File: config.mk
export PLATFORM = sky130hd
export DESIGN_NAME = top
export DESIGN_NICKNAME = d
export VERILOG_FILES = /design/src/rtl/top.sv
export SDC_FILE = /design/constraint.sdc
export NUM_CORES = 2
export LEC_CHECK = 0
export BUFFER_PORTS_ARGS = -buffer_cell sky130_fd_sc_hd__buf_2
export CAP_MARGIN = 10
export CELL_PAD_IN_SITES_DETAIL_PLACEMENT = 1
export CELL_PAD_IN_SITES_GLOBAL_PLACEMENT = 2
export CORE_UTILIZATION = 49
export DETAILED_ROUTE_END_ITERATION = 12
export PLACE_DENSITY_LB_ADDON = 0.1
export SKIP_CTS_REPAIR_TIMING = 1
export SLEW_MARGIN = 5
export SYNTH_ARGS = -nofsm -noshare
export SYNTH_HDL_FRONTEND = slang
export SYNTH_SLANG_ARGS = --single-unit
export TNS_END_PERCENT = 50
File: constraint.sdc
create_clock -name clk -period 102.1 [get_ports clk]
set_clock_uncertainty 0.15 [all_clocks]
set_input_delay 20.42 -clock clk [delete_from_list [all_inputs] [get_ports clk]]
set_output_delay 20.42 -clock clk [all_outputs]
set_load 0.1 [all_outputs]
File: src/rtl/top.sv
// Five-stage in-order pipeline (IF, ID, EX, MEM, WB) with a fixed instruction ROM.
// There is no forwarding, no stalling and no branching. EX-stage signals are exposed as outputs.
module top (
    input  logic        clk,
    input  logic        reset,
    output logic [31:0] Instruction,
    output logic [31:0] ALU_A,
    output logic [31:0] ALU_B,
    output logic [31:0] aluout,
    output logic        regdst,
    output logic        alusrc,
    output logic        memread,
    output logic        memwrite,
    output logic        memtoreg,
    output logic        regwrite,
    output logic [1:0]  aluop,
    output logic [2:0]  alucontrol,
    output logic [4:0]  writereg,
    output logic [31:0] Read_reg_data_2
);
    localparam int unsigned XLEN   = 32;
    localparam int unsigned PC_W   = 7;
    localparam int unsigned NREGS  = 32;
    localparam int unsigned NWORDS = 32;

    localparam logic [5:0] OP_RTYPE = 6'h00;
    localparam logic [5:0] OP_LW    = 6'h23;
    localparam logic [5:0] OP_SW    = 6'h2B;

    typedef struct packed {
        logic       regdst;
        logic       alusrc;
        logic       memread;
        logic       memwrite;
        logic       memtoreg;
        logic       regwrite;
        logic [1:0] aluop;
    } ctrl_t;

    // IF: a 7-bit PC makes the wrap from 124 back to 0 happen without extra logic
    logic [PC_W-1:0] r_pc;
    logic [XLEN-1:0] w_rom_word;
    logic [XLEN-1:0] r_ifid_instr;

    always_comb begin
        w_rom_word = '0;
        case (r_pc[6:2])
            5'd0: w_rom_word = 32'h0022_1820;
            5'd1: w_rom_word = 32'h0041_2022;
            5'd2: w_rom_word = 32'h00C7_2824;
            5'd3: w_rom_word = 32'h00C9_4025;
            5'd4: w_rom_word = 32'h0022_502A;
            5'd5: w_rom_word = 32'hAC07_0004;
            5'd6: w_rom_word = 32'h8C0B_0004;
            default: w_rom_word = '0;
        endcase
    end

    always_ff @(posedge clk or posedge reset) begin
        if (reset) begin
            r_pc         <= '0;
            r_ifid_instr <= '0;
        end else begin
            r_pc         <= r_pc + PC_W'(4);
            r_ifid_instr <= w_rom_word;
        end
    end

    // ID: decode. The all-zero filler word is a true bubble, so it drives no control bits.
    logic [5:0]  w_op;
    logic [4:0]  w_rs;
    logic [4:0]  w_rt;
    logic [4:0]  w_rd;
    ctrl_t       w_ctrl;

    assign w_op = r_ifid_instr[31:26];
    assign w_rs = r_ifid_instr[25:21];
    assign w_rt = r_ifid_instr[20:16];
    assign w_rd = r_ifid_instr[15:11];

    always_comb begin
        w_ctrl = '0;
        if (r_ifid_instr != '0) begin
            case (w_op)
                OP_RTYPE: begin
                    w_ctrl.regdst   = 1'b1;
                    w_ctrl.regwrite = 1'b1;
                    w_ctrl.aluop    = 2'b10;
                end
                OP_LW: begin
                    w_ctrl.alusrc   = 1'b1;
                    w_ctrl.memread  = 1'b1;
                    w_ctrl.memtoreg = 1'b1;
                    w_ctrl.regwrite = 1'b1;
                end
                OP_SW: begin
                    w_ctrl.alusrc   = 1'b1;
                    w_ctrl.memwrite = 1'b1;
                end
                default: w_ctrl = '0;
            endcase
        end
    end

    // Register file. A write happening in WB this cycle is bypassed to the ID reads.
    logic [XLEN-1:0] r_regs [NREGS];
    logic            r_memwb_regwrite;
    logic [4:0]      r_memwb_dst;
    logic [XLEN-1:0] w_wb_data;
    logic [XLEN-1:0] w_rs_data;
    logic [XLEN-1:0] w_rt_data;
    logic            w_wb_en;

    assign w_wb_en = r_memwb_regwrite && (r_memwb_dst != 5'd0);

    always_comb begin
        w_rs_data = r_regs[w_rs];
        if (w_rs == 5'd0)
            w_rs_data = '0;
        else if (w_wb_en && r_memwb_dst == w_rs)
            w_rs_data = w_wb_data;
    end

    always_comb begin
        w_rt_data = r_regs[w_rt];
        if (w_rt == 5'd0)
            w_rt_data = '0;
        else if (w_wb_en && r_memwb_dst == w_rt)
            w_rt_data = w_wb_data;
    end

    always_ff @(posedge clk or posedge reset) begin
        if (reset) begin
            for (int i = 0; i < NREGS; i++)
                r_regs[i] <= XLEN'(i);
        end else if (w_wb_en) begin
            r_regs[r_memwb_dst] <= w_wb_data;
        end
    end

    // ID/EX register
    ctrl_t           r_idex_ctrl;
    logic [XLEN-1:0] r_idex_a;
    logic [XLEN-1:0] r_idex_b;
    logic [XLEN-1:0] r_idex_imm;
    logic [4:0]      r_idex_rt;
    logic [4:0]      r_idex_rd;

    always_ff @(posedge clk or posedge reset) begin
        if (reset) begin
            r_idex_ctrl <= '0;
            r_idex_a    <= '0;
            r_idex_b    <= '0;
            r_idex_imm  <= '0;
            r_idex_rt   <= '0;
            r_idex_rd   <= '0;
        end else begin
            r_idex_ctrl <= w_ctrl;
            r_idex_a    <= w_rs_data;
            r_idex_b    <= w_rt_data;
            r_idex_imm  <= {{16{r_ifid_instr[15]}}, r_ifid_instr[15:0]};
            r_idex_rt   <= w_rt;
            r_idex_rd   <= w_rd;
        end
    end

    // EX: ALU control, operand select and ALU
    logic [2:0]      w_aluctl;
    logic [XLEN-1:0] w_alu_b;
    logic [XLEN-1:0] w_alu_y;
    logic [4:0]      w_dst;

    always_comb begin
        w_aluctl = 3'b010;
        case (r_idex_ctrl.aluop)
            2'b00: w_aluctl = 3'b010;
            2'b01: w_aluctl = 3'b110;
            2'b10: begin
                case (r_idex_imm[5:0])
                    6'h20:   w_aluctl = 3'b010;
                    6'h22:   w_aluctl = 3'b110;
                    6'h24:   w_aluctl = 3'b000;
                    6'h25:   w_aluctl = 3'b001;
                    6'h2A:   w_aluctl = 3'b111;
                    default: w_aluctl = 3'b010;
                endcase
            end
            default: w_aluctl = 3'b010;
        endcase
    end

    assign w_alu_b = r_idex_ctrl.alusrc ? r_idex_imm : r_idex_b;
    assign w_dst   = r_idex_ctrl.regdst ? r_idex_rd : r_idex_rt;

    always_comb begin
        w_alu_y = '0;
        case (w_aluctl)
            3'b010:  w_alu_y = r_idex_a + w_alu_b;
            3'b110:  w_alu_y = r_idex_a - w_alu_b;
            3'b000:  w_alu_y = r_idex_a & w_alu_b;
            3'b001:  w_alu_y = r_idex_a | w_alu_b;
            3'b111:  w_alu_y = {31'b0, $signed(r_idex_a) < $signed(w_alu_b)};
            default: w_alu_y = '0;
        endcase
    end

    // EX/MEM register
    logic            r_exmem_memread;
    logic            r_exmem_memwrite;
    logic            r_exmem_memtoreg;
    logic            r_exmem_regwrite;
    logic [XLEN-1:0] r_exmem_alu;
    logic [XLEN-1:0] r_exmem_wdata;
    logic [4:0]      r_exmem_dst;

    always_ff @(posedge clk or posedge reset) begin
        if (reset) begin
            r_exmem_memread  <= 1'b0;
            r_exmem_memwrite <= 1'b0;
            r_exmem_memtoreg <= 1'b0;
            r_exmem_regwrite <= 1'b0;
            r_exmem_alu      <= '0;
            r_exmem_wdata    <= '0;
            r_exmem_dst      <= '0;
        end else begin
            r_exmem_memread  <= r_idex_ctrl.memread;
            r_exmem_memwrite <= r_idex_ctrl.memwrite;
            r_exmem_memtoreg <= r_idex_ctrl.memtoreg;
            r_exmem_regwrite <= r_idex_ctrl.regwrite;
            r_exmem_alu      <= w_alu_y;
            r_exmem_wdata    <= r_idex_b;
            r_exmem_dst      <= w_dst;
        end
    end

    // MEM: word-addressed data memory, combinational read
    logic [XLEN-1:0] r_dmem [NWORDS];
    logic [XLEN-1:0] w_mem_rdata;

    assign w_mem_rdata = r_exmem_memread ? r_dmem[r_exmem_alu[6:2]] : '0;

    always_ff @(posedge clk or posedge reset) begin
        if (reset) begin
            for (int i = 0; i < NWORDS; i++)
                r_dmem[i] <= '0;
        end else if (r_exmem_memwrite) begin
            r_dmem[r_exmem_alu[6:2]] <= r_exmem_wdata;
        end
    end

    // MEM/WB register
    logic            r_memwb_memtoreg;
    logic [XLEN-1:0] r_memwb_rdata;
    logic [XLEN-1:0] r_memwb_alu;

    always_ff @(posedge clk or posedge reset) begin
        if (reset) begin
            r_memwb_memtoreg <= 1'b0;
            r_memwb_regwrite <= 1'b0;
            r_memwb_rdata    <= '0;
            r_memwb_alu      <= '0;
            r_memwb_dst      <= '0;
        end else begin
            r_memwb_memtoreg <= r_exmem_memtoreg;
            r_memwb_regwrite <= r_exmem_regwrite;
            r_memwb_rdata    <= w_mem_rdata;
            r_memwb_alu      <= r_exmem_alu;
            r_memwb_dst      <= r_exmem_dst;
        end
    end

    assign w_wb_data = r_memwb_memtoreg ? r_memwb_rdata : r_memwb_alu;

    // Observation ports; alucontrol is forced low during reset so every output reads 0
    assign Instruction     = r_ifid_instr;
    assign ALU_A           = r_idex_a;
    assign ALU_B           = w_alu_b;
    assign aluout          = w_alu_y;
    assign regdst          = r_idex_ctrl.regdst;
    assign alusrc          = r_idex_ctrl.alusrc;
    assign memread         = r_idex_ctrl.memread;
    assign memwrite        = r_idex_ctrl.memwrite;
    assign memtoreg        = r_idex_ctrl.memtoreg;
    assign regwrite        = r_idex_ctrl.regwrite;
    assign aluop           = r_idex_ctrl.aluop;
    assign alucontrol      = reset ? 3'b000 : w_aluctl;
    assign writereg        = w_dst;
    assign Read_reg_data_2 = r_idex_b;

endmodule

==> metrics.md <==
| Metric | Value |
|---|---|
| DRT antenna net count | 0 |
| RePlAce Congestion | 0.879 |
| Synth-to-layout area growth | 11.3% |
| Mapped Area | 81900 um2 |
| Initial detailed-routing violation count | 3807 |
| Synth Instances | 6182 |
| Initial Util | 0.495 |
| Pre-Repair DR Iteration Count | 5 |
| Clock-pin slew on the worst setup and hold paths | 50 ps |
| Dpl cells | 8101 |
| Warnings from Yosys | 0 |
| Pwr dens | 15.6 nW/um2 |
| Avg WL per Cell | 31.0 um |
| RSZ-0062 raised after global routing | false |
| Achievable Freq | 24.0 MHz |
| Vias in the first global route | 56600 |
| Sequential share of the synthesized area | 0.544 |
| DRC viols | 0 |
| Final-layout fill cell count | 16000 |
| Clock buffer depth | 3 |
| Setup CP Type | input port to output port |
| Slew @ Worst Pin | 1170 ps |
| FP Rows | 149 |
| Final setup fails | 0 |
| Commonest cells post-synth | 1749 x dfrtp_1, 1060 x mux2_2, 499 x nor2_1 |
| Critical path data arrival time | 21160 ps |
| CP endpoint kind | output port |
| Clk_lat worst skew | 860 ps |
| Sequential cell area | 44600 um2 |
| Sequential share of power | 0.495 |
| Ranking of synthesized cells by area | dfrtp_1 53%, mux2_2 15%, mux4_2 12%, a21oi_1 2.8%, nor2_1 2.3% |
| Largest area contributor in the netlist | dfrtp_1 |
| Synth top area share | 0.534 |
| Setup WS pre-CTS | 60370 ps |
| Clock period minus worst slack | 41730 ps |
| Initial antenna violation count | 17 |
| Share of layout cells above drive strength 1 | 0.362 |
| Die Ht | 411 um |
| Ys flop type | dfrtp_1 |
| Worst IR Drop VDD | 0.0181 mV |
| Setup_tns | 0 ps |
| Combinational Power Share | 0.012 |
| Crit path required time | 81530 ps |
| GRT overflow | 0 |
| Multi-input gate area | 34900 um2 |
| Vias per cell | 6.19 |
| Asr flop ratio synth | 1.00 |
| Worst min path class | flip-flop to flip-flop |
| Routed via count | 52300 |
| # clock sinks | 1781 |
| Worst R2R Setup Slack | 97110 ps |
| CP max FO | 4 |
| Average cell area after synthesis | 13.3 um2 |
| H-tree levels | 4 |
| Fin cells | 8453 |
| Pleak | 0.0423 uW |
| Largest net degree at the start of global routing | 176 |
| FF+latch count, synth | 1781 |
| CTS tree | yes |
| I/O Pins | 178 |
| Number of synthesized flops with an enable pin | 0 |
| Startpoint Class | input port |
| Core box area | 166000 um2 |
| Total of max-cap violations | 0 |
| Distinct cells, synth | 80 |
| Switching pwr | 312 uW |
| Global-route wire length before repair | 391 mm |
| Final hold violations | 0 |
| Clk root buf | clkbuf_16 |
| Die ar. | 169000 um2 |
| Power Internal | 1110 uW |
| Status | finished clean |
| TritonCTS Buffers | 190 |
| Final WS setup | 60370 ps |
| Most frequent cell after synthesis | dfrtp_1 |
| Final slew viol count | 0 |
| Hpwl dp | 160 mm |
| Fin nets | 6228 |
| Clk network pwr share | 0.493 |
| Final period util | 0.409 |
| Die width | 411 um |
| Total GRT Usage | 0.316 |
| Switching share of power | 0.219 |
| Slew HR | 0.221 |
| Port Buf Inserts | 163 |
| Post-Route WL | 262 mm |
power groups by stage:
stage	registers, uW	clock network [uW]	logic (uW)
after floorplan	721	0	13.0
after global placement	719	0	17.6
after detailed placement	719	0	17.9
after CTS	706	717	17.9
after global routing	705	743	19.9
final	706	704	16.9
placed cells by master, fill, tap and decap left out, types with 35 or more instances in the layout:
cell type / synthesis / routed
inv_1: 134 / 132
nand2b_1: 38 / 36
nor2_1: 499 / 462
a22oi_1: 90 / 90
mux2i_1: 50 / 45
clkbuf_8: 0 / 44
buf_4: 19 / 140
nand2_1: 254 / 244
mux4_2: 448 / 448
dfrtp_1: 1749 / 1738
o21ai_0: 235 / 235
clkinv_2: 0 / 42
buf_2: 8 / 163
clkbuf_1: 478 / 35
ha_1: 118 / 118
clkbuf_16: 0 / 194
nor2_4: 0 / 36
mux2_2: 1060 / 1060
a221oi_1: 61 / 61
a21oi_1: 455 / 455
worst paths after layout:
kind | start | depth (start not counted) | endpoint
worst min-delay path | r_exmem_alu[23]$_DFF_PP0_ | 0 | r_memwb_alu[23]$_DFF_PP0_
min in group asynchronous | reset | 2 | r_exmem_alu[3]$_DFF_PP0_
worst min register to register | r_exmem_alu[23]$_DFF_PP0_ | 0 | r_memwb_alu[23]$_DFF_PP0_
worst max-delay path | reset | 3 | alucontrol[1]
worst max register to register | r_exmem_alu[3]$_DFF_PP0_ | 8 | r_memwb_rdata[6]$_DFF_PP0_
max in group asynchronous | reset | 7 | r_dmem[981]$_DFFE_PP0P_
worst max-delay path, stage by stage:
cell and delay (ps):
buf_2 150, a31oi_1 140, buf_2 450
cell type report:
cell class,instances,area share
well taps,2189,0.0300
flip-flops and latches,1781,0.489
repair buffers,310,0.0220
inverters,135,0.00564
multi-input cells,3688,0.383
clock buffers,273,0.0613
diodes,6,0.000165
clock inverters,71,0.00840
metal layers:
layer / global-route usage / wire (um) / up-vias
met1: 0.426 / 112000 / 28300
met3: 0.0475 / 11800 / 469
li1: - / - / 22200
met4: 0.124 / 11000 / 0
met5: 0 / 0 / -
met2: 0.517 / 128000 / 1274
stage by stage:
stage / power (uW) / hold WS [ps] / instance area, um2 / util
floorplan: 734 / 181 / 82000 / -
global placement: 736 / 182 / 84800 / 0.512
detailed placement: 737 / 186 / 84800 / 0.512
CTS: 1440 / 196 / 91200 / 0.551
global route: 1470 / 200 / 91200 / 0.551
finish: 1430 / 195 / 91200 / 0.551
registers in the layout, summed over array words and instances, names as in the netlist, 4 cells and up:
signal and cells:
r_idex_imm 9, r_idex_rt 4, r_exmem_alu 32, r_exmem_wdata 32, r_pc 5, r_memwb_alu 32
Read_reg_data_2 32, ALU_A 32, Instruction 17, r_regs 512, r_memwb_rdata 32, r_memwb_dst 4
r_exmem_dst 4, r_dmem 1024
cells by family (layout without fill, tap and decap cells):
family,Yosys count,count (layout),share of synthesized area
adders and majority gates,120,120,0.0185
DFF,1781,1781,0.544
buffers and inverters,726,789,0.0344
AOI/OAI and AO/OA,1059,1059,0.0789
muxes,1558,1558,0.275
and+or+nand+nor,923,923,0.0474
other,1,20,0.0000458
xor gates and xnor gates,14,14,0.00150
Power figures use the tool's default switching activity.
